`config.mk`:
```
export PLATFORM = sky130hd
export DESIGN_NAME = branch_hazard_ctrl
export DESIGN_NICKNAME = d
export VERILOG_FILES = /design/src/rtl/branch_hazard_ctrl.sv
export SDC_FILE = /design/constraint.sdc
export NUM_CORES = 1
export LEC_CHECK = 0
export CAP_MARGIN = 10
export CORE_ASPECT_RATIO = 0.75
export CORE_MARGIN = 5
export CORE_UTILIZATION = 40
export DETAILED_ROUTE_END_ITERATION = 16
export PLACE_DENSITY = 0.65
export SLEW_MARGIN = 10
export SYNTH_ARGS = -nofsm -noshare
export SYNTH_HDL_FRONTEND = slang
export SYNTH_SLANG_ARGS = --single-unit
```
`constraint.sdc`:
```
create_clock -name clk -period 3.78 [get_ports clk]
set_input_delay 0.756 -clock clk [delete_from_list [all_inputs] [get_ports clk]]
set_output_delay 0.756 -clock clk [all_outputs]
set_load 0.005 [all_outputs]
```
`src/rtl/branch_hazard_ctrl.sv`:
```
// Decode-stage branch sequencer: operand hazard stall, comparator forwarding,
// wrong-path squash on taken branches and saturating branch statistics.
module branch_hazard_ctrl #(
    parameter int CNT_WIDTH   = 32,
    parameter int MAX_STALL   = 3,
    parameter bit FLUSH_TAKEN = 1'b1
) (
    input  logic                 clk,
    input  logic                 rst_n,
    input  logic                 InstValidD,
    input  logic                 BranchCmpD,
    input  logic                 BranchRegD,
    input  logic                 BranchValD,
    input  logic [4:0]           RsD,
    input  logic [4:0]           RtD,
    input  logic                 RegWriteE,
    input  logic [4:0]           WriteRegE,
    input  logic                 RegWriteM,
    input  logic                 MemtoRegM,
    input  logic [4:0]           WriteRegM,
    input  logic                 PCSrcD,
    input  logic                 StatClr,
    output logic                 StallF,
    output logic                 StallD,
    output logic                 FlushE,
    output logic                 FlushD,
    output logic                 ForwardAD,
    output logic                 ForwardBD,
    output logic                 BranchBusy,
    output logic                 StallTimeout,
    output logic [CNT_WIDTH-1:0] BranchCount,
    output logic [CNT_WIDTH-1:0] TakenCount,
    output logic [CNT_WIDTH-1:0] StallCount
);

    localparam int SCW = $clog2(MAX_STALL + 2);
    localparam logic [SCW-1:0] STALL_SAT = SCW'(MAX_STALL + 1);
    localparam logic [SCW-1:0] STALL_MAX = SCW'(MAX_STALL);

    typedef enum logic {
        IDLE,
        WAIT
    } state_t;

    state_t state;
    logic [SCW-1:0] stall_cnt;
    logic [SCW-1:0] stall_nxt;

    logic br;
    logic use_a;
    logic use_b;
    logic haz_a;
    logic haz_b;
    logic haz;
    logic resolve;

    assign br    = InstValidD & (BranchCmpD | BranchRegD | BranchValD);
    assign use_a = BranchCmpD | BranchRegD;
    assign use_b = BranchCmpD;

    // $0 never carries a pending value, so it can neither stall nor forward
    assign haz_a = use_a && (RsD != 5'd0) &&
                   ((RegWriteE && WriteRegE == RsD) ||
                    (RegWriteM && MemtoRegM && WriteRegM == RsD));
    assign haz_b = use_b && (RtD != 5'd0) &&
                   ((RegWriteE && WriteRegE == RtD) ||
                    (RegWriteM && MemtoRegM && WriteRegM == RtD));

    assign haz     = br & (haz_a | haz_b);
    assign resolve = br & ~haz;

    assign StallF = haz;
    assign StallD = haz;
    assign FlushE = haz;
    assign FlushD = FLUSH_TAKEN & resolve & PCSrcD;

    assign ForwardAD = use_a && (RsD != 5'd0) && RegWriteM &&
                       !MemtoRegM && (WriteRegM == RsD);
    assign ForwardBD = use_b && (RtD != 5'd0) && RegWriteM &&
                       !MemtoRegM && (WriteRegM == RtD);

    assign BranchBusy = (state == WAIT);

    always_comb begin
        stall_nxt = '0;
        if (haz) begin
            if (state == WAIT) begin
                stall_nxt = (stall_cnt == STALL_SAT) ? STALL_SAT
                                                     : stall_cnt + SCW'(1);
            end else begin
                stall_nxt = SCW'(1);
            end
        end
    end

    // WAIT exits on any non-hazard cycle, including a killed D instruction
    always_ff @(posedge clk or negedge rst_n) begin
        if (!rst_n) begin
            state        <= IDLE;
            stall_cnt    <= '0;
            StallTimeout <= 1'b0;
        end else begin
            unique case (state)
                IDLE: state <= haz ? WAIT : IDLE;
                WAIT: state <= haz ? WAIT : IDLE;
                default: state <= IDLE;
            endcase
            stall_cnt <= stall_nxt;
            if (haz && stall_nxt > STALL_MAX) begin
                StallTimeout <= 1'b1;
            end
        end
    end

    always_ff @(posedge clk or negedge rst_n) begin
        if (!rst_n) begin
            BranchCount <= '0;
            TakenCount  <= '0;
            StallCount  <= '0;
        end else if (StatClr) begin
            BranchCount <= '0;
            TakenCount  <= '0;
            StallCount  <= '0;
        end else begin
            if (resolve && BranchCount != '1) begin
                BranchCount <= BranchCount + CNT_WIDTH'(1);
            end
            if (resolve && PCSrcD && TakenCount != '1) begin
                TakenCount <= TakenCount + CNT_WIDTH'(1);
            end
            if (haz && StallCount != '1) begin
                StallCount <= StallCount + CNT_WIDTH'(1);
            end
        end
    end

endmodule

```
==> results.sh, run 1 <==
export IMPL_status="completed"
export IMPL_diodes=0
export IMPL_synth_seq_cells=101
export IMPL_cp_end_kind="output port"
export IMPL_critical_path_class="primary input to output port"
export IMPL_fin_crit_ns=3.69
export IMPL_critPathLaunchType="primary input"
export IMPL_fin_area_um2=8010
export IMPL_yosys_area_share_adder=0.0107
export IMPL_setup_violations=0
export IMPL_grt_max_degree=71
export IMPL_yosys_area_share_simple=0.288
export IMPL_seqCellArea_um2=2530
export IMPL_num_rows=38
export IMPL_firstDrtPassIters=4
export IMPL_multiInputGateArea_um2=3080
export IMPL_path_cells="dlygate4sd2_1 -> buf_4 -> or4_4 -> nor2_2 -> nor4_1 -> buf_4 -> o211ai_4 -> buf_4 -> a21oi_2 -> buf_4 -> buf_4 -> clkdlybuf4s15_2"
export IMPL_critPathMaxStageDelay_ns=0.52
export IMPL_skew_ns=0.0108
export IMPL_crit_required_ns=3.02
export IMPL_core_um2=14400
export IMPL_slew_violations=0
export IMPL_grt_pass1_wl_um=28400
export IMPL_drive_above_1_share=0.112
export IMPL_wl_per_cell_um=16.8
export IMPL_worst_path_max_fanout=3
export IMPL_cp_common_cell="buf_4"
export IMPL_yosysTopAreaCell="dfrtp_1"
export IMPL_synthCells=667
export IMPL_antenna_found_initial=0
export IMPL_cts_root_buf="clkbuf_16"
export IMPL_crit_end="StallF"
export IMPL_cts_tree="yes"
export IMPL_path_depth=12
export IMPL_arrival_ns=2.93
export IMPL_fin_cells=1024
export IMPL_route_detailed_drc=0
export IMPL_synth_nets=703
export IMPL_relSlewSlack=0.375
export IMPL_r2r_end="StallCount[23]"
export IMPL_clock_sinks=101
export IMPL_maxCapViolCount=0
export IMPL_synth_top_area_frac=0.434
export IMPL_power_density_nw_per_um2=293
export IMPL_synthXorXnorAreaFrac=0.0361
export IMPL_place_hpwl_um=12300
export IMPL_dp_cells=1003
export IMPL_r2r_start="StallCount[3]"
export IMPL_initial_core_util=0.406
export IMPL_synth_distinct_cells=41
export IMPL_routed_via_count=5910
export IMPL_ant_nets=0
export IMPL_nets=855
export IMPL_clk_pin_slew_ns=0.07
export IMPL_grt_use_total=0.202
export IMPL_die_width_um=149
export IMPL_fin_crit_sh=0.975
export IMPL_fmaxAchievable_mhz=271
export IMPL_synthFlopType="dfrtp_1"
export IMPL_worstHoldPathCells=1
export IMPL_drtIter0Drc=372
export IMPL_routabilityCongestion=0.853
export IMPL_portBuffers=134
export IMPL_yosysSeqAreaShare=0.434
export IMPL_hold_class="register to register"
export IMPL_first_global_vias=5655
export IMPL_tightest_slew_ns=0.938
export IMPL_place_area_um2=7610
export IMPL_crit_start="RtD[0]"
export IMPL_synth_warning_count=0
export IMPL_synth_top_family_by_area="simple AND/OR/NAND/NOR gates"
export IMPL_cts_buffers=9
export IMPL_cellLeakagePower_nw=3.01
export IMPL_cp_top_family="buffers and inverters"
export IMPL_gr_total_overflow=0
export IMPL_reg2reg_depth=6
export IMPL_h_tree_depth=3
export IMPL_clkLatencyLatePin_ns=0.35
export IMPL_hp_start="StallTimeout"
export IMPL_n_fill_cell=1310
export IMPL_hold_viol_final=0
export IMPL_cpMaxStageDelayCell="or4_4"
export IMPL_muxShareOfSynthArea=0.0187
export IMPL_ios=135
export IMPL_fin_util=0.558
export IMPL_synth_area_per_cell_um2=8.73
export IMPL_syn_area_um2=5820
export IMPL_syn_to_final_growth_pct=37.5
export IMPL_synthArstFlopShare=1.00
export IMPL_fp_dieH_um=114
export IMPL_reg2reg_slack_ns=1.00
export IMPL_cp_num_buf_inv=7
export IMPL_synth_area_leaders="dfrtp_1, a21oi_1, or3_1, o21ai_0, nand3_1"
export IMPL_drt_vias_per_instance=5.77
export IMPL_cts_path_max_buffers=2
export IMPL_synth_edf_count=0
export IMPL_wl_um=17200
export IMPL_synth_compound_area_frac=0.171
export IMPL_die_area_um2=17100
export IMPL_ir_drop_mv=0.219
layout by cell type, fill, tap and decap left out, types with 3 or more instances in the layout:
master           netlist  final
o21ai_0               55     55
o21ba_2                5      5
nand3_1               50     49
nor4_1                15     15
ha_1                   5      5
bufinv_16              0      3
clkdlybuf4s50_1        0    120
dfrtp_1              101    101
mux2i_1                3      3
xor2_1                15     15
nor2_1                31     30
or3_1                 56     56
nand4_1               31     31
and4_1                 6      6
and2_1                 6      6
xnor2_1                9      9
buf_4                  2     45
a21oi_1               78     77
dlygate4sd2_1          0      6
dlymetal6s2s_1         0      3
clkbuf_16              0      9
nor2b_1                7      7
o31ai_1               23     23
and3_1                 9      9
o31a_1                 6      6
nor3_1                 7      7
or4_1                 26     25
inv_1                 16     16
buf_12                 0      5
mux2_2                 7      7
or2_2                  5      5
nand2_1               40     40
timing repair:
action | in CTS | in global routing
buffers inserted | 3 | 2
setup endpoints to repair | 4 | 4
hold buffers | 0 | 0
gates resized for setup | 15 | 7
pin swaps | 1 | 2
cell families (layout without fill, tap and decap cells):
family,Yosys count,count (layout)
AO/OA/AOI/OAI,173,173
XOR/XNOR,24,24
adder cells (fa/ha/maj),5,5
buffers and inverters,57,214
flip-flops,101,101
multiplexers,10,10
AND/OR/NAND/NOR,297,297
synth_stat cells (2+ instances only):
master	number
buf_4	2
a211o_1	2
or2_2	5
mux2_2	7
or3_1	56
nor4_1	15
and2_1	6
o31ai_1	23
o21ba_2	5
nand3_1	50
inv_1	16
nor2_1	31
and4_1	6
xnor2_1	9
nor2b_1	7
buf_6	2
and3b_1	2
nand4_1	31
nand3b_1	2
xor2_1	15
dfrtp_1	101
a21oi_1	78
o31a_1	6
ha_1	5
buf_1	4
clkbuf_1	29
or4_1	26
nand2_1	40
o21ai_0	55
mux2i_1	3
buf_2	4
and3_1	9
nor3_1	7
through the flow:
step	power (mW)	hold slack (ns)	setup slack, ns	TNS, ns
6_report	2.34	0.474	0.0944	0
5_1_grt	2.43	0.536	-0.00506	-0.00506
4_1_cts	2.37	0.476	-0.0335	-0.0335
3_5_place_dp	1.30	0.459	-0.337	-5.36
3_3_place_gp	1.30	0.453	-0.327	-3.74
2_1_floorplan	1.18	0.460	0.477	0
metal layers:
layer / wire length (um) / global-route usage / vias to the layer above
met1: 7890 / 0.283 / 2880
met3: 1240 / 0.0507 / 16
met5: 0 / 0 / -
li1: - / - / 2799
met4: 180 / 0.0470 / 0
met2: 7930 / 0.317 / 215
worst min-delay path by stage:
| stage | slack [ns] | endpoint |
|---|---|---|
| floorplan | 0.46 | BranchBusy |
| global placement | 0.45 | StallTimeout |
| detailed placement | 0.46 | StallTimeout |
| CTS | 0.48 | StallTimeout |
| global route | 0.54 | StallTimeout |
| finish | 0.47 | StallTimeout |
where the power goes:
part	leakage, nW	internal, mW	total, mW	switching (mW)
Sequential	1.41	1.08	1.09	0.00701
Combinational	1.44	0.0841	0.189	0.105
Clock	0.163	0.648	1.06	0.416
Total	3.01	1.82	2.34	0.528
flip-flops by register name (all words and copies together) (netlist names):
register and count:
BranchBusy 1, BranchCount 32, StallCount 32, StallTimeout 1, TakenCount 32, stall_cnt 3
worst register-to-register path: stages, from the launching register on:
cell and delay (ns):
dfrtp_1 0.45, nand4_1 0.36, nor2_1 0.26, nand3_1 0.43
or2_2 0.52, nor4_1 0.28, mux2_2 0.37
area by class of cell:
type	count	area share
flip-flops and latches	101	0.316
clock inverters	6	0.0139
repair buffers	182	0.219
clock buffers	10	0.0286
well taps	200	0.0313
inverters	16	0.00750
multi-input cells	509	0.384
Power figures use the tool's default switching activity.
==> run 2: changes to the inputs <==
--- a/config.mk
+++ b/config.mk
@@ -11,6 +11,7 @@
 export CORE_UTILIZATION = 40
 export DETAILED_ROUTE_END_ITERATION = 16
 export PLACE_DENSITY = 0.65
+export SKIP_CTS_REPAIR_TIMING = 1
 export SLEW_MARGIN = 10
 export SYNTH_ARGS = -nofsm -noshare
 export SYNTH_HDL_FRONTEND = slang
==> constraint.sdc (replaced) <==
create_clock -name clk -period 3.78 [get_ports clk]
set_input_delay 0.756 -clock clk [delete_from_list [all_inputs] [get_ports clk]]
set_output_delay 0.756 -clock clk [all_outputs]
set_load 0.02 [all_outputs]
==> run 2 against run 1 <==
Net effect: utilization fell by 0.71 points; clock power is 9% lower; critical path type unchanged; non-clock buffer count decreased by 6; maximum frequency up 0.36%; clock-buffer cell count is 1 lower; critical path depth decreased by 4; die area did not move; cell count is 0.59% lower; register-to-register slack gained 0.05 ns; sequential cell count stayed put; total power is 4.0% lower; sequential power about the same.
==> results.sh, run 2 (synthesized netlist as in run 1, its figures left out) <==
export IMPL_status="completed"
export IMPL_cp_end_kind="output port"
export IMPL_reg_largest_list="BranchCount: 32 flops, StallCount: 32 flops, TakenCount: 32 flops"
export IMPL_first_global_vias=5651
export IMPL_fin_crit_ns=3.67
export IMPL_setup_tns_ns=0
export IMPL_clk_pin_slew_ns=0.08
export IMPL_place_area_um2=7590
export IMPL_ant_nets=0
export IMPL_cts_buffers=9
export IMPL_firstDrtPassIters=5
export IMPL_tightest_slew_ns=0.935
export IMPL_clock_sinks=101
export IMPL_crit_required_ns=3.02
export IMPL_n_fill_cell=1288
export IMPL_gr_total_overflow=0
export IMPL_fin_area_um2=7900
export IMPL_power_density_nw_per_um2=285
export IMPL_critPathMaxStageDelay_ns=0.52
export IMPL_setup_violations=0
export IMPL_nets=849
export IMPL_multiInputGateArea_um2=3060
export IMPL_die_width_um=149
export IMPL_rsz0062_at_grt="yes"
export IMPL_initial_core_util=0.406
export IMPL_place_ws_ns=-0.419
export IMPL_routabilityCongestion=0.864
export IMPL_seqCellArea_um2=2530
export IMPL_h_tree_depth=3
export IMPL_drt_vias_per_instance=5.77
export IMPL_hold_class="register to register"
export IMPL_cellLeakagePower_nw=2.94
export IMPL_hold_viol_final=0
export IMPL_grt_max_degree=72
export IMPL_routed_via_count=5874
export IMPL_clkLatencyLatePin_ns=0.34
export IMPL_cpMaxStageDelayCell="or4_1"
export IMPL_fmaxAchievable_mhz=272
export IMPL_critical_path_class="primary input to output port"
export IMPL_worst_path_max_fanout=5
export IMPL_cts_tree="yes"
export IMPL_mostFrequentLayoutCells="clkdlybuf4s50_1, dfrtp_1, a21oi_1"
export IMPL_place_hpwl_um=12300
export IMPL_skew_ns=0.0116
export IMPL_grt_use_total=0.195
export IMPL_maxCapViolCount=0
export IMPL_slew_violations=0
export IMPL_drive_above_1_share=0.103
export IMPL_ir_drop_mv=0.224
export IMPL_drtIter0Drc=416
export IMPL_wl_um=16800
export IMPL_core_um2=14400
export IMPL_p_total_mw=2.25
export IMPL_die_area_um2=17100
export IMPL_arrival_ns=2.92
export IMPL_route_detailed_drc=0
export IMPL_portBuffers=134
export IMPL_cp_num_buf_inv=3
export IMPL_critPathLaunchType="primary input"
export IMPL_layout_setup_ws_ns=0.108
export IMPL_diodes=0
export IMPL_wl_per_cell_um=16.5
export IMPL_fp_dieH_um=114
export IMPL_fin_cells=1018
export IMPL_antenna_found_initial=0
export IMPL_grt_pass1_wl_um=27800
export IMPL_dp_cells=1002
export IMPL_cts_root_buf="clkbuf_16"
export IMPL_relSlewSlack=0.377
export IMPL_num_rows=38
export IMPL_cts_path_max_buffers=2
export IMPL_cp_top_family="simple AND/OR/NAND/NOR gates"
export IMPL_ios=135
export IMPL_fin_crit_sh=0.971
export IMPL_path_cells="clkdlybuf4s50_1 -> xor2_1 -> or4_1 -> or4_4 -> and2_4 -> a21oi_2 -> buf_6 -> buf_4"
export IMPL_final_common_cell="clkdlybuf4s50_1"
export IMPL_syn_to_final_growth_pct=35.7
[run 2: changes by cell type in the layout (fill, tap and decap cells not counted), moves of 2 or more]
cell,previous run,this run
clkdlybuf4s50_1,120,127
inv_8,0,2
bufinv_16,3,1
buf_4,45,41
dlygate4sd2_1,6,0
[run 2: through the flow]
stage | util | hold WS, ns
after detailed placement | 0.529 | 0.464
after global placement | 0.529 | 0.461
final | 0.550 | 0.478
after floorplan | - | 0.460
after global routing | 0.550 | 0.527
after CTS | 0.550 | 0.482
[run 2: final timing paths]
path / start / end / slack (ns) / cells past startpoint
worst max-delay path: WriteRegE[4] / StallF / 0.11 / 8
worst min-delay path: StallTimeout / StallTimeout / 0.48 / 1
worst max register to register: StallCount[3] / StallCount[23] / 1.05 / 6
worst min register to register: StallTimeout / StallTimeout / 0.48 / 1
max in group asynchronous: rst_n / TakenCount[7] / 2.40 / 2
min in group asynchronous: rst_n / StallCount[27] / 0.55 / 1
[run 2: final cells by class]
| class | count | area share |
|---|---|---|
| Sequential cell | 101 | 0.320 |
| Inverter | 16 | 0.00760 |
| Multi-Input combinational cell | 509 | 0.387 |
| Tap cell | 200 | 0.0317 |
| Clock inverter | 7 | 0.0104 |
| Timing Repair Buffer | 176 | 0.215 |
| Clock buffer | 9 | 0.0285 |
[run 2: worst reg2reg max path, stage by stage (launching register included)]
cell and delay, ns:
dfrtp_1 0.44, nand4_1 0.33, nor2_1 0.23, nand3_1 0.40, or2_2 0.51, nor4_1 0.33, mux2_2 0.37
[run 2: power breakdown]
part / total (mW) / switching [mW] / internal (mW) / leakage (nW)
clock: 0.966 / 0.440 / 0.526 / 0.150
sequential: 1.09 / 0.00665 / 1.08 / 1.41
combinational: 0.193 / 0.110 / 0.0833 / 1.39
[run 2: layer usage]
metal | wire (um) | vias up | GRT usage
met5 | 0 | - | 0
met1 | 7880 | 2865 | 0.276
met3 | 1150 | 13 | 0.0451
met4 | 142 | 0 | 0.0427
met2 | 7650 | 201 | 0.308
li1 | - | 2795 | -
